File: src/rtl/accel_frame_scheduler_if.sv
// Handshake bundle between the frame scheduler, the SPI burst-read engine
// and the byte UART transmitter.
`timescale 1ns/1ps
interface accel_frame_scheduler_if;
    logic        o_spi_start;
    logic        i_spi_done;
    logic [47:0] i_sample;
    logic        o_uart_enb;
    logic [7:0]  o_uart_data;
    logic        i_uart_ready;

    modport master (
        output o_spi_start, o_uart_enb, o_uart_data,
        input  i_spi_done, i_sample, i_uart_ready
    );

    modport slave (
        input  o_spi_start, o_uart_enb, o_uart_data,
        output i_spi_done, i_sample, i_uart_ready
    );
endinterface

File: src/rtl/accel_frame_scheduler.sv
// Periodically triggers a 6-byte accelerometer read and streams the result
// as an 8-byte SYNC/X/Y/Z/CHK frame to the UART transmitter.
`timescale 1ns/1ps
module accel_frame_scheduler #(
    parameter int unsigned PERIOD_CYC  = 500000,
    parameter logic [7:0]  SYNC_BYTE   = 8'hA5,
    parameter int unsigned TIMEOUT_CYC = 4096
) (
    input  logic                           i_clk,
    input  logic                           i_rst_n,
    input  logic                           i_enb,
    accel_frame_scheduler_if.master        bus,
    output logic                           o_busy,
    output logic [7:0]                     o_drop_cnt,
    output logic                           o_spi_timeout
);
    localparam int PER_W = $clog2(PERIOD_CYC + 1);
    localparam int TO_W  = $clog2(TIMEOUT_CYC + 1);

    typedef enum logic [2:0] {IDLE, START, WAIT_SPI, SEND, ACK, DRAIN} state_t;

    state_t            state, state_nxt;
    logic              enb_q;
    logic [PER_W-1:0]  per_cnt;
    logic [TO_W-1:0]   to_cnt;
    logic [47:0]       sample_q;
    logic [7:0]        chk_q;
    logic [2:0]        idx;
    logic              uart_enb_q;
    logic [7:0]        uart_data_q;
    logic [7:0]        drop_cnt;
    logic              timeout_q;
    logic              tick;
    logic              spi_start, latch, load, idx_inc, to_hit;

    function automatic logic [7:0] checksum(input logic [47:0] s);
        checksum = s[47:40] ^ s[39:32] ^ s[31:24] ^ s[23:16] ^ s[15:8] ^ s[7:0];
    endfunction

    function automatic logic [7:0] frame_byte(input logic [2:0] i, input logic [47:0] s,
                                              input logic [7:0] c);
        case (i)
            3'd0:    frame_byte = SYNC_BYTE;
            3'd7:    frame_byte = c;
            default: frame_byte = 8'(s >> (8 * (6 - int'(i))));
        endcase
    endfunction

    // The enable is sampled once before counting so the first tick lands
    // PERIOD_CYC cycles after i_enb rises.
    assign tick = i_enb && enb_q && (per_cnt == PER_W'(PERIOD_CYC - 1));

    always_ff @(posedge i_clk or negedge i_rst_n) begin
        if (!i_rst_n) begin
            state <= IDLE;
        end else begin
            state <= state_nxt;
        end
    end

    always_comb begin
        state_nxt = state;
        spi_start = 1'b0;
        latch     = 1'b0;
        load      = 1'b0;
        idx_inc   = 1'b0;
        to_hit    = 1'b0;
        unique case (state)
            IDLE:     if (tick) state_nxt = START;
            START: begin
                spi_start = 1'b1;
                state_nxt = WAIT_SPI;
            end
            WAIT_SPI: begin
                if (bus.i_spi_done) begin
                    latch     = 1'b1;
                    state_nxt = SEND;
                end else if (to_cnt == TO_W'(TIMEOUT_CYC - 1)) begin
                    to_hit    = 1'b1;
                    state_nxt = IDLE;
                end
            end
            SEND: begin
                if (bus.i_uart_ready) begin
                    load      = 1'b1;
                    state_nxt = ACK;
                end
            end
            ACK:      if (!bus.i_uart_ready) state_nxt = DRAIN;
            DRAIN: begin
                if (bus.i_uart_ready) begin
                    if (idx == 3'd7) begin
                        state_nxt = IDLE;
                    end else begin
                        idx_inc   = 1'b1;
                        state_nxt = SEND;
                    end
                end
            end
            default:  state_nxt = IDLE;
        endcase
    end

    always_ff @(posedge i_clk or negedge i_rst_n) begin
        if (!i_rst_n) begin
            enb_q       <= 1'b0;
            per_cnt     <= '0;
            to_cnt      <= '0;
            sample_q    <= '0;
            chk_q       <= '0;
            idx         <= '0;
            uart_enb_q  <= 1'b0;
            uart_data_q <= '0;
            drop_cnt    <= '0;
            timeout_q   <= 1'b0;
        end else begin
            enb_q <= i_enb;
            if (!i_enb) begin
                per_cnt <= '0;
            end else if (enb_q) begin
                per_cnt <= tick ? '0 : per_cnt + PER_W'(1);
            end

            if (state == START) begin
                to_cnt <= '0;
            end else if (state == WAIT_SPI) begin
                to_cnt <= to_cnt + TO_W'(1);
            end

            if (latch) begin
                sample_q <= bus.i_sample;
                chk_q    <= checksum(bus.i_sample);
                idx      <= '0;
            end else if (idx_inc) begin
                idx <= idx + 3'd1;
            end

            // Data register holds the last byte until the next load.
            uart_enb_q <= load;
            if (load) begin
                uart_data_q <= frame_byte(idx, sample_q, chk_q);
            end

            if (to_hit) begin
                timeout_q <= 1'b1;
            end

            if (tick && (state != IDLE) && (drop_cnt != 8'hFF)) begin
                drop_cnt <= drop_cnt + 8'd1;
            end
        end
    end

    assign bus.o_spi_start = spi_start;
    assign bus.o_uart_enb  = uart_enb_q;
    assign bus.o_uart_data = uart_data_q;
    assign o_busy          = (state != IDLE);
    assign o_drop_cnt      = drop_cnt;
    assign o_spi_timeout   = timeout_q;
endmodule
File: src/flat_wrapper.sv
// flat-port wrapper written by rule: the top's interface ports become plain ports
module accel_frame_scheduler_flat 
#(
    parameter int unsigned PERIOD_CYC  = 500000,
    parameter logic [7:0]  SYNC_BYTE   = 8'hA5,
    parameter int unsigned TIMEOUT_CYC = 4096
)
  (i_clk, i_rst_n, i_enb, o_busy, o_drop_cnt, o_spi_timeout, bus_o_spi_start, bus_o_uart_enb, bus_o_uart_data, bus_i_spi_done, bus_i_sample, bus_i_uart_ready);
  accel_frame_scheduler_if bus_i ();
  input  logic i_clk;
  input  logic i_rst_n;
  input  logic i_enb;
  output logic o_busy;
  output logic [7:0] o_drop_cnt;
  output logic o_spi_timeout;
  output wire logic [$bits(bus_i.o_spi_start)-1:0] bus_o_spi_start;
  output wire logic [$bits(bus_i.o_uart_enb)-1:0] bus_o_uart_enb;
  output wire logic [$bits(bus_i.o_uart_data)-1:0] bus_o_uart_data;
  input wire logic [$bits(bus_i.i_spi_done)-1:0] bus_i_spi_done;
  input wire logic [$bits(bus_i.i_sample)-1:0] bus_i_sample;
  input wire logic [$bits(bus_i.i_uart_ready)-1:0] bus_i_uart_ready;
  assign bus_o_spi_start = bus_i.o_spi_start;
  assign bus_o_uart_enb = bus_i.o_uart_enb;
  assign bus_o_uart_data = bus_i.o_uart_data;
  assign bus_i.i_spi_done = bus_i_spi_done;
  assign bus_i.i_sample = bus_i_sample;
  assign bus_i.i_uart_ready = bus_i_uart_ready;
  accel_frame_scheduler #(.PERIOD_CYC(PERIOD_CYC), .SYNC_BYTE(SYNC_BYTE), .TIMEOUT_CYC(TIMEOUT_CYC)) u_core (.i_clk(i_clk), .i_rst_n(i_rst_n), .i_enb(i_enb), .bus(bus_i), .o_busy(o_busy), .o_drop_cnt(o_drop_cnt), .o_spi_timeout(o_spi_timeout));
endmodule
File: config.mk
export PLATFORM = sky130hd
export DESIGN_NAME = accel_frame_scheduler_flat
export DESIGN_NICKNAME = d
export VERILOG_FILES = /design/src/rtl/accel_frame_scheduler_if.sv /design/src/rtl/accel_frame_scheduler.sv /design/src/flat_wrapper.sv
export SDC_FILE = /design/constraint.sdc
export NUM_CORES = 1
export LEC_CHECK = 0
export ABC_CLOCK_PERIOD_IN_PS = 2950
export CORE_UTILIZATION = 50
export CTS_BUF_LIST = sky130_fd_sc_hd__clkbuf_16
export DETAILED_ROUTE_END_ITERATION = 12
export GPL_ROUTABILITY_DRIVEN = 0
export PLACE_DENSITY = 0.73
export SETUP_SLACK_MARGIN = 0.4
export SLEW_MARGIN = 20
export SYNTH_ARGS = -nofsm -noshare
export SYNTH_HDL_FRONTEND = slang
export SYNTH_SLANG_ARGS = --single-unit
File: constraint.sdc
create_clock -name i_clk -period 2.95 [get_ports i_clk]
set_input_delay 0.295 -clock i_clk [delete_from_list [all_inputs] [get_ports i_clk]]
set_output_delay 0.295 -clock i_clk [all_outputs]
set_load 0.03 [all_outputs]
After elaboration in Yosys (flattened, before gate mapping) --
Index checks and enable logic that the tools add are counted.
Storage, ports and cells: flip-flop bits (word level) 113, bits of input ports 53, output and inout bits 20
Operators by class: add/subtract/negate cells 5, equal/unequal tests 15, shift operators 1, multiplexer cells 27, bitwise logic cells 5, reductions and logical operators 10
Operators with widths (count):
- 19-bit two-way mux | 3
- 48-bit by 32-bit right shift with 8-bit output | 1
- 8-bit bitwise XOR | 5
- 13-bit two-way mux | 2
- 3-bit two-way mux | 8
- 19-bit by 1-bit adder with 19-bit output, second input constant | 1
- 19-bit equality test, second input constant | 1
- 3-bit case mux with 6 select lines | 1
- 8-bit case mux with 2 select lines | 1
- 13-bit by 1-bit adder with 13-bit output, second input constant | 1
- 13-bit by 12-bit equality test with 1-bit output, second input constant | 1
- 1-bit two-way mux | 11
- 3-bit equality test, second input constant | 3
- 8-bit by 1-bit adder with 8-bit output, second input constant | 1
- 8-bit inequality test, second input constant | 1
- 3-bit by 2-bit equality test with 1-bit output, second input constant | 2
- 3-bit zero test | 2
- 2-bit inequality test, second input constant | 3
- 5-bit AND reduction | 1
- 1-bit logical AND | 4
- 2-bit by 1-bit inequality test with 1-bit output, second input constant | 2
- 2-bit nonzero test | 2
- 3-bit by 3-bit subtractor with 4-bit output, first input constant | 1
- 3-bit by 1-bit adder with 3-bit output, second input constant | 1
- 4 further kinds | 4

Depth between registers and ports, before layout --
Gate-level depths: netlist of run 1.
word-level depth 6, mapped depth 9, gate-level depth less buffers 6

Worst setup path before layout of run 1 --
Ideal clock, no wire load.
path kind flip-flop to flip-flop, start reg u_core.idx[0], end reg u_core.uart_data_q[0] (netlist: u_core.bus.o_uart_data[0]), library setup time 0.077 ns, data arrival time 2.440 ns, path slack 0.432 ns, cell stages (with the launch flop) 9, cells stage by stage dfrtp_1 > buf_2 > clkbuf_1 > inv_1 > ha_1 > or4b_2 > o41ai_2 > a22oi_1 > a21oi_1
On the way: longest elaborated chain between the ends 3, elaborated cells on any way between the ends 5
RTL lines:
- from (decl) | line accel_frame_scheduler.sv:28 | logic [2:0] idx;
- from (signal assigned) | line accel_frame_scheduler.sv:135 | idx <= idx + 3'd1;
- 3-bit by 3-bit subtractor with 4-bit output | line accel_frame_scheduler.sv:45 | default: frame_byte = 8'(s >> (8 * (6 - int'(i))));
- 48-bit by 32-bit right shift with 8-bit output | line accel_frame_scheduler.sv:45
- 8-bit case mux with 2 select lines * | line accel_frame_scheduler.sv:42 | case (i)
- to (signal assigned) | line accel_frame_scheduler.sv:141 | uart_data_q <= frame_byte(idx, sample_q, chk_q);
- to (decl) | line accel_frame_scheduler.sv:30 | logic [7:0] uart_data_q;
Every way passes the cells marked *; elsewhere a longest branch is shown, timed or not. A chain may end at the register's enable or synchronous reset.

Final worst setup path of run 1 --
start reg u_core.idx[0], end reg u_core.uart_data_q[5] (netlist: u_core.bus.o_uart_data[5])
Same word-level chain as after synthesis.

==> qor.csv, run 1 <==
stage,metric,value,unit
outcome,status,"complete, no violations",
die,start_util,52.3,%
die,io_pins,73,
finish,n_fill_cell,857,
die,dieArea,0.0120,sq mm
synth,yosys.area.top_type,dfrtp_1,
route,wire_per_inst,16.6,um
clock_network,cts_made_buffers,17,
power,max-vdd-ir-drop,0.434,mV
clock_network,clkLatencyLatePin,0.41,ns
synth,synth-main-ff-cell,dfrtp_1,
clock_network,cts_tree,yes,
timing,hold_ws,0.441,ns
global_route,antenna_found_initial,0,
die,core-area,0.0110,sq mm
timing,skew,0.00732,ns
power,leakagePower,0.00326,uW
finish,final_common_cell,dfrtp_1,
synth,ys_ff_latch,113,
route,first_iter_violations,248,
synth,ys_async_sr_fraction,100,%
finish,regArea,0.00283,sq mm
worst_setup_path,worstSetupPathType,flip-flop to flip-flop,
synth,avgSynthCellArea,11.1,sq um
route,wl,12500,um
synth,synthDistinctLibCells,59,
worst_hold_path,hold_class,primary input to flip-flop,
timing,final_hold_viol_count,0,
worst_setup_path,critPathMaxStageDelay,0.67,ns
clock_network,root_buffer,clkbuf_16,
timing,tightestPinTransition,0.841,ns
worst_setup_path,cp-end-kind,flip-flop,
power,power,3870,uW
die,die_x,109,um
route,route.detailed.drc,0,
flow_run,cap_violations,0,
worst_setup_path,cp.arrival,2.60,ns
timing,setup_viol_count_final,0,
route,drtPass1Iterations,5,
timing,finalCritPeriodShare,76.7,%
global_route,grt_max_degree,69,
finish,layout-drive-gt1-share,18.7,%
synth,syn_inst,521,
finish,design_area,0.00726,sq mm
worst_setup_path,path_max_fanout,12,
global_route,first_global_vias,4345,
synth,synth_top_area_share,49.0,%
timing,rsz0062_at_grt,no,
route,viasPerCell,5.73,
synth,yosysSeqAreaShare,49.0,%
worst_setup_path,crit_chain,buf_4 -> inv_1 -> ha_1 -> or4b_2 -> o41ai_2 -> a22oi_1 -> a21oi_1,
global_route,grt_overflow_total,0,
finish,multiInputGateArea,0.00280,sq mm
worst_setup_path,crit_required,3.29,ns
timing,finalWorstSetupSlack,0.686,ns
timing,min_period,2.26,ns
synth,synth_edf_count,0,
clock_network,post_cts_buffers,0,
worst_setup_path,critPathSlowestCell,or4b_2,
worst_setup_path,reg2reg_slack,0.69,ns
finish,antenna_cells,0,
place,port_buffers,72,
synth,syn-num-nets,581,
finish,most-common-layout-cells,"112 x dfrtp_1, 70 x clkdlybuf4s50_1, 57 x mux2_2",
power,power.density,533,mW/mm^2
route,num_vias,4318,
global_route,grt_pass1_wl,20800,um
synth,synth_area_leaders,"dfrtp_1 49%, mux2_2 11%, xnor2_1 7.4%",
timing,slew_headroom,43.3,%
place,dpl-instance-area,0.00665,sq mm
clock_network,cts_max_level,4,
clock_network,clkSinkCount,113,
route,drtAntennaViolNets,0,
worst_setup_path,critPathLaunchType,flip-flop,
timing,final.setup.tns,0,ns
clock_network,clock_path_buffers,2,
place,dpl.hpwl,8500,um
clock_network,clk_pin_slew,0.05,ns
synth,yosysWarnings,0,
timing,maxSlewViolCount,0,
place,place_ws,0.732,ns
die,row_count,38,
finish,final_nets,661,
finish,area_delta_synth_final,25.9,%
synth,syn-cell-area,0.00577,sq mm
global_route,track_usage,22.9,%
die,die_height,109,um
timing,max_clock_freq,442,MHz
[final timing paths]
path / cells past startpoint / endpoint / start
min in group asynchronous: 2 / u_core.to_cnt[12] / i_rst_n
max in group asynchronous: 3 / u_core.state[0] / i_rst_n
worst max register to register: 7 / u_core.bus.o_uart_data[5] / u_core.idx[0]
worst max-delay path: 7 / u_core.bus.o_uart_data[5] / u_core.idx[0]
worst min register to register: 2 / u_core.o_spi_timeout / u_core.o_spi_timeout
worst min-delay path: 1 / u_core.enb_q / i_enb
[metrics by stage]
| stage | util [%] | std cells |
|---|---|---|
| 5_1_grt | 65.8 | 754 |
| 2_1_floorplan | - | 521 |
| 6_report | 65.8 | 754 |
| 4_1_cts | 65.8 | 754 |
| 3_5_place_dp | 60.3 | 721 |
| 3_3_place_gp | 60.3 | 721 |
[layout make-up]
class,count,share of cell area (%)
clock buffer,17,5.86
clock inverter,15,2.41
inverter,10,0.517
multi-input combinational,378,38.6
sequential,113,39.0
tap,140,2.41
timing repair buffer,81,11.2
[state kept, by name (all words and copies together), names as in the netlist]
signal / cells
u_core.sample_q: 48
u_core.per_cnt: 19
u_core.to_cnt: 13
u_core.bus.o_uart_data: 8
u_core.chk_q: 8
u_core.o_drop_cnt: 8
u_core.idx: 3
u_core.state: 3
u_core.bus.o_uart_enb: 1
u_core.enb_q: 1
u_core.o_spi_timeout: 1
[worst max-delay path: cells and delay by family (launching register included)]
family | cells | cell delay, ns
AO/OA/AOI/OAI | 3 | 0.52
flip-flops | 1 | 0.33
AND/OR/NAND/NOR | 1 | 0.67
adder cells (fa/ha/maj) | 1 | 0.35
buffers and inverters | 2 | 0.30
[cells in the mapped netlist, types with 6 or more instances]
cell,count
a21oi_1,34
and3_1,7
buf_2,10
clkbuf_1,8
dfrtp_1,113
ha_1,7
inv_1,9
mux2_2,57
mux4_2,8
nand2_1,44
nand3_1,23
nand4_1,11
nor2_1,31
nor3_1,7
o21ai_0,19
or3_1,6
xnor2_1,49
[timing repair]
item	in CTS	in global routing
gates resized for setup	0	2
endpoints found under the hold margin	49	0
hold buffers	1	0
endpoints found under the setup margin	0	1
[routing by layer]
metal | vias up | global-route usage (%) | part of all wire, %
li1 | 2053 | - | -
met1 | 2152 | 30.4 | 45
met2 | 93 | 36.3 | 49
met3 | 20 | 5.04 | 3.7
met4 | 0 | 9.71 | 1.7
met5 | - | 0 | 0
[logic make-up after synthesis]
logic type	count (synthesis)	synth area share [%]
AND/OR/NAND/NOR	159	14.3
flip-flops	113	49.0
AO/OA/AOI/OAI	94	10.4
multiplexers	66	14.4
XOR/XNOR	52	7.90
buffers and inverters	30	2.37
adder cells (fa/ha/maj)	7	1.52
[power breakdown]
group	internal [uW]	switching, uW
Clock	1390	686
Sequential	1560	3.80
Combinational	128	113
Total	3070	803
Power figures use the tool's default switching activity.
==> inputs of run 2 (changes only) <==
Settings changed: ABC_CLOCK_PERIOD_IN_PS 2950 to 2300.
Clock period 2.95 ns to 2.3 ns, I/O delays scaled along.
==> qor.csv, run 2 (same netlist as run 1, synthesis figures left out) <==
stage,metric,value,unit
outcome,status,"complete, no violations",
finish,regMostFlops,u_core.sample_q,
route,num_vias,4490,
global_route,first_global_vias,4509,
die,io_pins,73,
finish,reg.largest.list,"u_core.sample_q: 48 flops, u_core.per_cnt: 19 flops, u_core.to_cnt: 13 flops",
die,dieArea,0.0120,sq mm
worst_hold_path,hold_class,primary input to asynchronous set/reset pin,
worst_setup_path,worst-r2r-cell-count,8,
timing,skew,0.00540,ns
route,drtPass1Iterations,4,
clock_network,clk_pin_slew,0.05,ns
clock_network,cts_made_buffers,17,
place,dpl.hpwl,9060,um
worst_setup_path,cp-end-kind,flip-flop,
worst_setup_path,critPathLaunchType,flip-flop,
power,seq_power_share,40.0,%
place,place_ws,0.225,ns
route,wl_met2,7000,um
timing,tightestPinTransition,0.526,ns
clock_network,cts_tree,yes,
power,combinationalPowerShare,6.4,%
finish,final_cell_count_no_fill,776,
power,power.density,656,mW/mm^2
worst_setup_path,crit_required,2.64,ns
finish,area_delta_synth_final,32.1,%
global_route,grt_pass1_wl,22000,um
finish,design_area,0.00761,sq mm
finish,n_fill_cell,801,
power,max-vdd-ir-drop,1.16,mV
timing,rsz0062_at_grt,yes,
die,start_util,52.3,%
timing,finalCritPeriodShare,83.0,%
route,wl_met3,647,um
route,viasPerCell,5.79,
finish,most-common-layout-cells,"105 x dfrtp_1, 69 x clkdlybuf4s50_1, 57 x mux2_2",
power,p_clk_share,53.6,%
global_route,grt_max_degree,44,
power,intPower,3950,uW
route,drtAntennaViolNets,0,
global_route,grt_overflow_total,0,
worst_setup_path,critPathSlowestCell,or4b_4,
place,port_buffers,72,
die,die_height,109,um
global_route,track_usage,24.3,%
route,route.detailed.drc,0,
die,core-area,0.0110,sq mm
worst_setup_path,timing.rr.start,u_core.idx[0],
clock_network,cts_max_level,4,
timing,max_clock_freq,524,MHz
timing,finalWorstSetupSlack,0.392,ns
route,wire_per_inst,17.7,um
clock_network,clkLatencyLatePin,0.42,ns
timing,min_period,1.91,ns
flow_run,cap_violations,0,
place,dp_cells,731,
finish,final_common_cell,dfrtp_1,
finish,final_nets,684,
timing,maxSlewViolCount,0,
power,power_switching,1050,uW
global_route,antenna_found_initial,0,
timing,setup_viol_count_final,0,
clock_network,clkSinkCount,113,
clock_network,root_buffer,clkbuf_16,
place,dpl-instance-area,0.00676,sq mm
worst_setup_path,path_max_fanout,4,
worst_setup_path,worstSetupPathType,flip-flop to flip-flop,
route,highest_layer,met4,
finish,antenna_cells,0,
worst_setup_path,r2r-end,u_core.bus.o_uart_data[5],
worst_setup_path,critPathMaxStageDelay,0.53,ns
power,sw_frac_of_total,21.0,%
route,drt-met1-wl,5830,um
worst_setup_path,cp.arrival,2.24,ns
clock_network,clock_path_buffers,2,
finish,layout-drive-gt1-share,27.0,%
timing,slew_headroom,65.0,%
worst_setup_path,crit_chain,buf_6 -> inv_4 -> ha_4 -> or4b_4 -> o41ai_4 -> buf_4 -> a22oi_1 -> a21oi_1,
timing,final.setup.tns,0,ns
route,wl,13700,um
timing,final_hold_viol_count,0,
die,row_count,38,
die,die_x,109,um
route,first_iter_violations,266,
power,leakagePower,0.00337,uW
finish,largest_register_ffs,48,
worst_setup_path,reg2reg_slack,0.39,ns
-- run 2: cell types whose count changed in the layout (fill, tap and decap cells not counted), moves of 4 or more --
| cell | change |
|---|---|
| ha_1 | -5 |
| buf_4 | +19 |
| dfrtp_2 | +7 |
| buf_6 | +5 |
| dfrtp_1 | -7 |
| ha_2 | +4 |
-- run 2: area by class of cell --
type	count	area [sq um]	area share (%)
Clock inverter	14	173	2.27
Sequential cell	113	2840	37.3
Timing Repair Buffer	104	997	13.1
Multi-Input combinational cell	378	2970	39.0
Tap cell	140	175	2.30
Inverter	10	40.0	0.526
Clock buffer	17	425	5.59
-- run 2: how the worst max path moves through the flow --
stage | startpoint | endpoint | slack (ns) | cells after the start
floorplan | u_core.idx[0] | u_core.bus.o_uart_data[0] | 0.41 | 8
global route | u_core.per_cnt[11] | u_core.o_drop_cnt[4] | 0.28 | 5
finish | u_core.idx[0] | u_core.bus.o_uart_data[5] | 0.39 | 8
detailed placement | i_enb | u_core.o_drop_cnt[1] | 0.23 | 5
CTS | u_core.state[1] | bus_o_spi_start | 0.40 | 4
global placement | i_enb | u_core.o_drop_cnt[1] | 0.27 | 5
-- run 2: worst max-delay path, delay by kind of cell, from the launching register on --
| family | cells | cell delay [ns] |
|---|---|---|
| AND/OR/NAND/NOR | 1 | 0.53 |
| flip-flops | 1 | 0.42 |
| adder cells (fa/ha/maj) | 1 | 0.19 |
| AO/OA/AOI/OAI | 3 | 0.31 |
| buffers and inverters | 3 | 0.37 |
-- run 2: per-layer routing --
metal,vias up,track usage [%]
met5,-,0
met4,0,8.38
met3,27,7.17
met2,132,38.6
met1,2214,31.9
li1,2117,-
-- run 2: timing repair --
item,4_1_cts,5_1_grt
endpoints found under the setup margin,22,29
pin swaps,4,15
gates resized for setup,18,39
setup buffers,7,6
hold endpoints to repair,35,0
hold buffers,1,0
-- run 2: power groups by stage --
stage / combinational, uW / clock [uW] / sequential, uW
2_1_floorplan: 132 / 0 / 2030
3_3_place_gp: 308 / 0 / 2030
3_5_place_dp: 312 / 0 / 2030
4_1_cts: 321 / 2710 / 2000
5_1_grt: 348 / 2810 / 2000
6_report: 320 / 2680 / 2000
-- run 2: stage by stage --
step / utilization (%) / total power (uW) / hold WS (ns)
after floorplan: - / 2160 / -0.0656
after global placement: 61.3 / 2340 / 0.238
after detailed placement: 61.3 / 2340 / 0.240
after CTS: 67.4 / 5030 / 0.358
after global routing: 69.0 / 5150 / 0.375
final: 69.0 / 5000 / 0.341
